File: src/rtl/gpio_in_filter.sv
// Per-pin input conditioning: pad synchroniser, consecutive-sample glitch filter
// and one-cycle rise/fall/glitch pulses for the downstream GPIO core.
module gpio_in_filter #(
    parameter int                  GPIO_NUM    = 16,
    parameter int                  SYNC_STAGES = 2,
    parameter int                  CNT_W       = 8,
    parameter logic [GPIO_NUM-1:0] RESET_VAL   = '0
) (
    input  logic                clk_i,
    input  logic                rst_i,
    input  logic [GPIO_NUM-1:0] pin_i,
    input  logic [GPIO_NUM-1:0] filter_en_i,
    input  logic [CNT_W-1:0]    filter_cycles_i,
    output logic [GPIO_NUM-1:0] data_o,
    output logic [GPIO_NUM-1:0] rise_o,
    output logic [GPIO_NUM-1:0] fall_o,
    output logic [GPIO_NUM-1:0] glitch_o
);

    typedef enum logic {
        ST_IDLE  = 1'b0,
        ST_COUNT = 1'b1
    } state_e;

    logic [GPIO_NUM-1:0] sync_r [SYNC_STAGES];
    logic [GPIO_NUM-1:0] sample_s;
    state_e              state_r      [GPIO_NUM];
    state_e              state_nxt_s  [GPIO_NUM];
    logic [CNT_W-1:0]    cnt_r        [GPIO_NUM];
    logic [CNT_W-1:0]    cnt_nxt_s    [GPIO_NUM];
    logic [CNT_W:0]      cnt_inc_s    [GPIO_NUM];
    logic [GPIO_NUM-1:0] data_r;
    logic [GPIO_NUM-1:0] data_nxt_s;
    logic [GPIO_NUM-1:0] rise_r;
    logic [GPIO_NUM-1:0] fall_r;
    logic [GPIO_NUM-1:0] glitch_r;
    logic [GPIO_NUM-1:0] glitch_nxt_s;
    logic [CNT_W:0]      n_eff_s;

    assign sample_s = sync_r[SYNC_STAGES-1];
    // A zero threshold behaves like a threshold of one sample.
    assign n_eff_s  = (filter_cycles_i == {CNT_W{1'b0}}) ? (CNT_W+1)'(1)
                                                         : {1'b0, filter_cycles_i};

    // Pad synchroniser chain.
    always_ff @(posedge clk_i or posedge rst_i) begin
        if (rst_i) begin
            for (int k = 0; k < SYNC_STAGES; k++) begin
                sync_r[k] <= RESET_VAL;
            end
        end else begin
            sync_r[0] <= pin_i;
            for (int k = 1; k < SYNC_STAGES; k++) begin
                sync_r[k] <= sync_r[k-1];
            end
        end
    end

    // Per-pin filter next-state logic; the increment is one bit wider so it never wraps.
    always_comb begin
        for (int p = 0; p < GPIO_NUM; p++) begin
            data_nxt_s[p]   = data_r[p];
            state_nxt_s[p]  = state_r[p];
            cnt_nxt_s[p]    = cnt_r[p];
            glitch_nxt_s[p] = 1'b0;
            cnt_inc_s[p]    = {1'b0, cnt_r[p]} + (CNT_W+1)'(1);
            if (!filter_en_i[p]) begin
                data_nxt_s[p]  = sample_s[p];
                cnt_nxt_s[p]   = {CNT_W{1'b0}};
                state_nxt_s[p] = ST_IDLE;
            end else begin
                case (state_r[p])
                    ST_IDLE: begin
                        if (sample_s[p] == data_r[p]) begin
                            state_nxt_s[p] = ST_IDLE;
                        end else if (n_eff_s == (CNT_W+1)'(1)) begin
                            data_nxt_s[p] = sample_s[p];
                        end else begin
                            cnt_nxt_s[p]   = CNT_W'(1);
                            state_nxt_s[p] = ST_COUNT;
                        end
                    end
                    ST_COUNT: begin
                        if (sample_s[p] == data_r[p]) begin
                            cnt_nxt_s[p]    = {CNT_W{1'b0}};
                            glitch_nxt_s[p] = 1'b1;
                            state_nxt_s[p]  = ST_IDLE;
                        end else if (cnt_inc_s[p] >= n_eff_s) begin
                            data_nxt_s[p]  = sample_s[p];
                            cnt_nxt_s[p]   = {CNT_W{1'b0}};
                            state_nxt_s[p] = ST_IDLE;
                        end else begin
                            cnt_nxt_s[p] = cnt_inc_s[p][CNT_W-1:0];
                        end
                    end
                    default: begin
                        cnt_nxt_s[p]   = {CNT_W{1'b0}};
                        state_nxt_s[p] = ST_IDLE;
                    end
                endcase
            end
        end
    end

    // Filter state and counter registers.
    always_ff @(posedge clk_i or posedge rst_i) begin
        if (rst_i) begin
            for (int p = 0; p < GPIO_NUM; p++) begin
                state_r[p] <= ST_IDLE;
                cnt_r[p]   <= {CNT_W{1'b0}};
            end
        end else begin
            for (int p = 0; p < GPIO_NUM; p++) begin
                state_r[p] <= state_nxt_s[p];
                cnt_r[p]   <= cnt_nxt_s[p];
            end
        end
    end

    // Filtered level and edge pulses, registered together so they stay aligned.
    always_ff @(posedge clk_i or posedge rst_i) begin
        if (rst_i) begin
            data_r   <= RESET_VAL;
            rise_r   <= {GPIO_NUM{1'b0}};
            fall_r   <= {GPIO_NUM{1'b0}};
            glitch_r <= {GPIO_NUM{1'b0}};
        end else begin
            data_r   <= data_nxt_s;
            rise_r   <= data_nxt_s & ~data_r;
            fall_r   <= ~data_nxt_s & data_r;
            glitch_r <= glitch_nxt_s;
        end
    end

    assign data_o   = data_r;
    assign rise_o   = rise_r;
    assign fall_o   = fall_r;
    assign glitch_o = glitch_r;

endmodule

File: config.mk
export PLATFORM = sky130hd
export DESIGN_NAME = gpio_in_filter
export DESIGN_NICKNAME = d
export VERILOG_FILES = /design/src/rtl/gpio_in_filter.sv
export SDC_FILE = /design/constraint.sdc
export NUM_CORES = 1
export LEC_CHECK = 0
export ABC_CLOCK_PERIOD_IN_PS = 12700
export BUFFER_PORTS_ARGS = -buffer_cell sky130_fd_sc_hd__buf_2
export CAP_MARGIN = 20
export CORE_MARGIN = 2
export CORE_UTILIZATION = 40
export DETAILED_ROUTE_END_ITERATION = 6
export GPL_TIMING_DRIVEN = 0
export PLACE_DENSITY = 0.53
export SLEW_MARGIN = 20
export SYNTH_ARGS = -nofsm -noshare
export SYNTH_HDL_FRONTEND = slang
export SYNTH_SLANG_ARGS = --single-unit
File: constraint.sdc
create_clock -name clk_i -period 12.7 [get_ports clk_i]
set_clock_uncertainty 0.15 [all_clocks]
set_input_delay 1.905 -clock clk_i [delete_from_list [all_inputs] [get_ports clk_i]]
set_output_delay 1.905 -clock clk_i [all_outputs]
set_load 0.02 [all_outputs]
==> results of run 1 <==
## per-layer routing
metal | wire length, um | GRT usage (%)
met1 | 15760 | 25.10
met2 | 14810 | 29.91
met3 | 1075 | 2.827
met4 | 795 | 4.379
met5 | 23 | 0
## metrics by stage
step | cell area, sq um | utilization [%]
2_1_floorplan | 14030 | -
3_3_place_gp | 15120 | 43.77
3_5_place_dp | 15230 | 44.09
4_1_cts | 16200 | 46.89
5_1_grt | 16200 | 46.90
6_report | 16200 | 46.90
## final timing paths
path | to | start | slack (ns) | cells after the start
setup / recovery | cnt_r[70]$_DFFE_PP0P_ | filter_cycles_i[6] | 6.33 | 13
setup reg to reg | data_o[11]$_DFF_PP0_ | cnt_r[32]$_DFFE_PP0P_ | 9.18 | 12
hold / removal | sample_s[14]$_DFF_PP0_ | sync_r[30]$_DFF_PP0_ | 0.20 | 0
hold reg to reg | sample_s[14]$_DFF_PP0_ | sync_r[30]$_DFF_PP0_ | 0.20 | 0
min in group asynchronous | sync_r[22]$_DFF_PP0_ | rst_i | 1.24 | 2
max in group asynchronous | rise_o[12]$_DFF_PP0_ | rst_i | 10.30 | 3
## power breakdown
group,switching (uW),leakage [uW],internal [uW]
Combinational,202,0.00447,138
Sequential,53.9,0.00319,816
Clock,341,0.000472,504
## Yosys cell counts (22+ instances only)
library cell  number  area, sq um
and3_1            46        287.8
nand2b_1          51        319.1
xor2_1            31        271.5
dfrtp_1          240         6006
a22o_1            48        420.4
nor2_1            57        214.0
inv_1             35        131.4
ha_1             144         1802
nand2_1          130        488.0
a21oi_1           70        350.3
nor2b_1           31        193.9
nor3_1            23        115.1
nand3_1           77        385.4
nor3b_1           51        382.9
o21ai_0           44        220.2
xnor2_1           60        525.5
a21o_1            22        165.2
## flip-flops by register name, indices dropped and copies added, names as in the netlist
register / cells
cnt_r: 128
sync_r: 16
rise_o: 16
sample_s: 16
glitch_o: 16
fall_o: 16
state_r: 16
data_o: 16
## logic make-up (layout without fill, tap and decap cells)
| family | count (synthesis) | after routing | share of synthesized area, % |
|---|---|---|---|
| compound gates | 306 | 306 | 14.92 |
| xor+xnor | 91 | 91 | 5.682 |
| fa+ha+maj | 144 | 144 | 12.85 |
| buf+inv | 45 | 207 | 1.240 |
| flops | 240 | 240 | 42.82 |
| mux | 22 | 22 | 1.713 |
| simple gates | 538 | 538 | 20.79 |
## area by class of cell
cell class	count	area [sq um]	area share, %
well taps	455	569.3	3.514
inverters	35	138.9	0.8572
plain buffers	10	42.54	0.2626
clock buffers	38	799.5	4.935
clock inverters	15	168.9	1.043
repair buffers	109	623.1	3.846
multi-input cells	1101	7854	48.47
flip-flops and latches	240	6006	37.07
==> impl_metrics.py, run 1 <==
metrics = {
    "placed_design": {
        "dp_hpwl_mm": 21.34,
        "io_buffers": 105,
        "gp_congestion": 0.7782,
        "pre_cts_ws_ns": 5.636,
        "dp_cells": 1950,
    },
    "synthesis": {
        "synth_edf_count": 0,
        "synth_area_sq_mm": 0.01403,
        "synth_fp_nets": 1572,
        "yosysSeqAreaShare_pct": 42.82,
        "avgSynthCellArea_sq_um": 10.12,
        "synth_cell_types": 53,
        "yosysWarnings": 0,
        "ys_ff_latch": 240,
        "async_reset_ff_share_pct": 100.0,
        "ys.flop_type": "dfrtp_1",
        "synth_cells": 1386,
    },
    "worst_setup_path": {
        "crit_arrival_ns": 6.71,
        "cp-end-kind": "flip-flop",
        "worst_path_max_delay_cell": "a211oi_1",
        "slowest_delay_ns": 0.83,
        "path_cells": "buf_2 -> nor4_1 -> nand2_1 -> clkbuf_1 -> buf_1 -> nand2b_2 -> ha_1 -> nand2b_1 -> a2111oi_0 -> o21ai_0 -> a211oi_1 -> and3_1 -> a221o_1",
        "startpoint_type": "input port",
        "critPathBufInv": 3,
        "crit_family": "compound AO/OA/AOI/OAI gates",
        "critPathRequiredTime_ns": 13.04,
        "critical_path_class": "in2reg",
        "crit_fanout": 16,
    },
    "floorplan": {
        "die_area_sq_mm": 0.03658,
        "start_util_pct": 40.60,
        "coreArea_sq_mm": 0.03454,
        "die_x_um": 191.3,
        "die_y_um": 191.3,
        "row_count": 68,
        "io-pin-count": 106,
    },
    "timing": {
        "timing.final.crit_period_ns": 6.369,
        "worst_hold_slack_ns": 0.1957,
        "slew_headroom_pct": 27.45,
        "worst_slack_ns": 6.331,
        "setup_viol": 0,
        "grt_setup_unrepaired": "false",
        "finalCritPeriodShare_pct": 50.15,
        "tightest_slew_ns": 1.087,
        "max_freq_mhz": 157.0,
        "fin_setup_tns_ns": 0,
        "drv_slew": 0,
        "finalHoldViolCount": 0,
    },
    "clocking": {
        "clk_pin_slew_worst_paths_ns": 0.06,
        "htree_levels": 1,
        "cts_tree": "built",
        "worstSkewPairLatency_ns": 0.57,
        "clockRootBuffer": "clkbuf_16",
        "cts_buffers": 29,
        "cts.sinks": 240,
        "clk_path_buf_depth": 3,
        "postCtsSetupBuffers": 0,
        "hold_buffers": 0,
        "cts_resized": 0,
    },
    "route": {
        "vias_per_cell": 5.330,
        "vias": 10676,
        "antenna_left": 0,
        "first_pass_iters": 4,
        "wl_per_cell_um": 16.21,
        "drt-total-wl_mm": 32.46,
        "drc": 0,
        "dr.first_iter.drc_count": 543,
    },
    "final_layout": {
        "mostFrequentLayoutCell": "dfrtp_1",
        "area_growth_pct": 15.51,
        "n_fill_cell": 3311,
        "drive_above_1_share_pct": 13.37,
        "fin_cells": 2003,
        "antennaDiodeCount": 0,
        "final_cell_mix": "dfrtp_1 (240), ha_1 (144), nand2_1 (130)",
        "nets": 1712,
    },
    "global_routing": {
        "grt.total_usage_pct": 18.19,
        "grt_pass1_vias": 10287,
        "grt_pass1_wl_mm": 53.77,
        "grt_max_degree": 96,
        "grt_overflow": 0,
        "antenna_found_initial": 2,
    },
    "power": {
        "leakage_uw": 0.008126,
        "total_power_uw": 2055,
        "vdd_drop_max_mv": 0.1009,
        "power.density_mw_per_mm2": 126.8,
    },
    "run": {
        "max_cap_viol_count": 0,
    },
    "outcome": {
        "run_status": "completed",
    },
    "worst_hold_path": {
        "worst_hold_path_type": "reg2reg",
    },
}
Note: power is estimated with default switching activity, not from simulation.
==> run 2, diff against run 1 <==
--- a/config.mk
+++ b/config.mk
@@ -5,14 +5,14 @@
 export SDC_FILE = /design/constraint.sdc
 export NUM_CORES = 1
 export LEC_CHECK = 0
-export ABC_CLOCK_PERIOD_IN_PS = 12700
+export ABC_CLOCK_PERIOD_IN_PS = 5650
 export BUFFER_PORTS_ARGS = -buffer_cell sky130_fd_sc_hd__buf_2
 export CAP_MARGIN = 20
 export CORE_MARGIN = 2
 export CORE_UTILIZATION = 40
 export DETAILED_ROUTE_END_ITERATION = 6
 export GPL_TIMING_DRIVEN = 0
-export PLACE_DENSITY = 0.53
+export PLACE_DENSITY = 0.55
 export SLEW_MARGIN = 20
 export SYNTH_ARGS = -nofsm -noshare
 export SYNTH_HDL_FRONTEND = slang
==> constraint.sdc (replaced) <==
create_clock -name clk_i -period 5.65 [get_ports clk_i]
set_clock_uncertainty 0.15 [all_clocks]
set_input_delay 0.8475 -clock clk_i [delete_from_list [all_inputs] [get_ports clk_i]]
set_output_delay 0.8475 -clock clk_i [all_outputs]
set_load 0.02 [all_outputs]
==> run 2 against run 1 <==
Sequential share of layout area shrank 0.51 points. Non-clock buffer count up 5. First-iteration DRC count shrank 28%. Design area rose by 1.4%. Largest cell class unchanged.
==> impl_metrics.py, run 2 (same netlist as run 1, synthesis figures left out) <==
metrics = {
    "outcome": {
        "run_status": "completed",
    },
    "route": {
        "vias": 10725,
        "drc": 0,
        "first_pass_iters": 4,
        "dr.first_iter.drc_count": 392,
        "vias_per_cell": 5.338,
        "wl_per_cell_um": 15.83,
        "drt-total-wl_mm": 31.81,
        "antenna_left": 0,
    },
    "final_layout": {
        "final_cell_mix": "dfrtp_1 (240), ha_1 (144), nand2_1 (130)",
        "nets": 1717,
        "design_area_sq_mm": 0.01643,
        "area_growth_pct": 17.12,
        "mostFrequentLayoutCell": "dfrtp_1",
        "regMostFlops": "cnt_r",
        "antennaDiodeCount": 0,
        "drive_above_1_share_pct": 13.77,
        "fin_cells": 2009,
        "largest_reg_flops": 128,
    },
    "placed_design": {
        "dp_hpwl_mm": 21.56,
        "gp_congestion": 0.7683,
        "dp_cells": 1955,
        "pre_cts_ws_ns": -0.7898,
        "io_buffers": 105,
        "postPlaceCellArea_sq_mm": 0.01532,
    },
    "clocking": {
        "postCtsSetupBuffers": 0,
        "worstSkewPairLatency_ns": 0.55,
        "clk_path_buf_depth": 3,
        "htree_levels": 1,
        "clk_pin_slew_worst_paths_ns": 0.06,
        "cts_buffers": 29,
        "clockRootBuffer": "clkbuf_16",
        "cts_tree": "built",
        "hold_buffers": 0,
        "cts.sinks": 240,
    },
    "floorplan": {
        "die_x_um": 191.3,
        "io-pin-count": 106,
        "die_area_sq_mm": 0.03658,
        "die_y_um": 191.3,
        "row_count": 68,
        "start_util_pct": 40.60,
        "coreArea_sq_mm": 0.03454,
    },
    "worst_setup_path": {
        "slowest_delay_ns": 0.78,
        "r2r.worst_path.cells": 12,
        "crit_path_end": "cnt_r[21]$_DFFE_PP0P_",
        "crit_fanout": 16,
        "critPathRequiredTime_ns": 5.98,
        "path_cells": "buf_2 -> nor3_1 -> nand2_1 -> clkbuf_2 -> buf_1 -> nand2b_2 -> ha_1 -> nand2b_1 -> a2111oi_0 -> o21ai_0 -> a211oi_1 -> o21ai_0 -> nand2_1",
        "crit_family": "compound AO/OA/AOI/OAI gates",
        "path_depth": 13,
        "reg2reg_to": "data_o[11]$_DFF_PP0_",
        "critical_path_class": "in2reg",
        "cp-end-kind": "flip-flop",
        "critPathBufInv": 3,
        "crit_arrival_ns": 5.56,
        "r2r_start": "cnt_r[32]$_DFFE_PP0P_",
        "worst_path_max_delay_cell": "a211oi_1",
        "startpoint": "filter_cycles_i[1]",
        "rrSetupSlack_ns": 2.14,
        "startpoint_type": "input port",
    },
    "global_routing": {
        "grt_pass1_vias": 10376,
        "grt.total_usage_pct": 17.66,
        "antenna_found_initial": 1,
        "grt_overflow": 0,
        "grt_pass1_wl_mm": 52.52,
        "grt_max_degree": 32,
    },
    "timing": {
        "tightest_slew_ns": 1.123,
        "slew_headroom_pct": 25.02,
        "drv_slew": 0,
        "fin_setup_tns_ns": 0,
        "timing.final.crit_period_ns": 5.224,
        "max_freq_mhz": 191.4,
        "worst_slack_ns": 0.4255,
        "grt_setup_unrepaired": "false",
        "finalCritPeriodShare_pct": 92.47,
        "setup_viol": 0,
        "finalHoldViolCount": 0,
    },
    "power": {
        "p_int_uw": 3501,
        "share_seq_of_total_power_pct": 40.4,
        "switchingPower_uw": 1338,
        "vdd_drop_max_mv": 0.2445,
        "sw_frac_of_total_pct": 27.65,
        "leakage_uw": 0.008222,
        "comb_power_share_pct": 16.0,
        "p_clk_share_pct": 43.7,
        "total_power_uw": 4839,
        "power.density_mw_per_mm2": 294.6,
    },
    "worst_hold_path": {
        "worst_hold_path_type": "in2async",
    },
    "run": {
        "max_cap_viol_count": 0,
    },
}
run 2: worst register-to-register path, stage by stage, from the launching register on:
cell	delay [ns]
dfrtp_1	0.45
ha_1	0.23
nand3_1	0.15
nor2_1	0.22
nor2b_1	0.09
or2_2	0.30
ha_1	0.29
a211oi_1	0.24
nand2_1	0.07
a31oi_1	0.23
o211ai_1	0.13
a21boi_0	0.47
mux2_2	0.40
run 2: worst min-delay path by stage:
stage	to	slack (ns)	cells past startpoint
3_5_place_dp	sample_s[1]$_DFF_PP0_	0.18	0
3_3_place_gp	sample_s[1]$_DFF_PP0_	0.18	0
2_1_floorplan	sample_s[0]$_DFF_PP0_	0.18	0
5_1_grt	sync_r[16]$_DFF_PP0_	0.13	2
4_1_cts	sync_r[16]$_DFF_PP0_	0.11	2
6_report	glitch_o[0]$_DFF_PP0_	0.14	2
run 2: cell type report:
type,count,area (sq um)
repair buffers,114,720.7
flip-flops and latches,240,6006
multi-input cells,1101,7859
plain buffers,10,43.79
inverters,35,135.1
clock buffers,36,782.0
fillers,3311,18120
well taps,455,569.3
clock inverters,18,311.5
run 2: power groups by stage:
stage / logic (uW) / clock network [uW] / registers [uW]
global route: 880 / 2250 / 1970
CTS: 784 / 2180 / 1950
floorplan: 483 / 0 / 2030
global placement: 751 / 0 / 1980
finish: 772 / 2110 / 1950
detailed placement: 780 / 0 / 1980
run 2: stage by stage:
step | hold WS, ns | utilization (%)
2_1_floorplan | 0.1812 | -
3_3_place_gp | 0.1817 | 43.78
3_5_place_dp | 0.1847 | 44.36
4_1_cts | 0.1134 | 47.53
5_1_grt | 0.1299 | 47.56
6_report | 0.1357 | 47.56
run 2: metal layers:
metal	global-route usage, %	up-vias	part of all wire (%)
li1	-	5369	-
met1	23.61	5138	47
met2	29.77	167	46
met3	2.827	49	3.9
met4	4.527	2	2.5
met5	0	-	0.035
run 2: timing repair:
item | 4_1_cts | 5_1_grt
gates resized for setup | 1 | 1
endpoints found under the setup margin | 14 | 3
gates cloned | 0 | 0
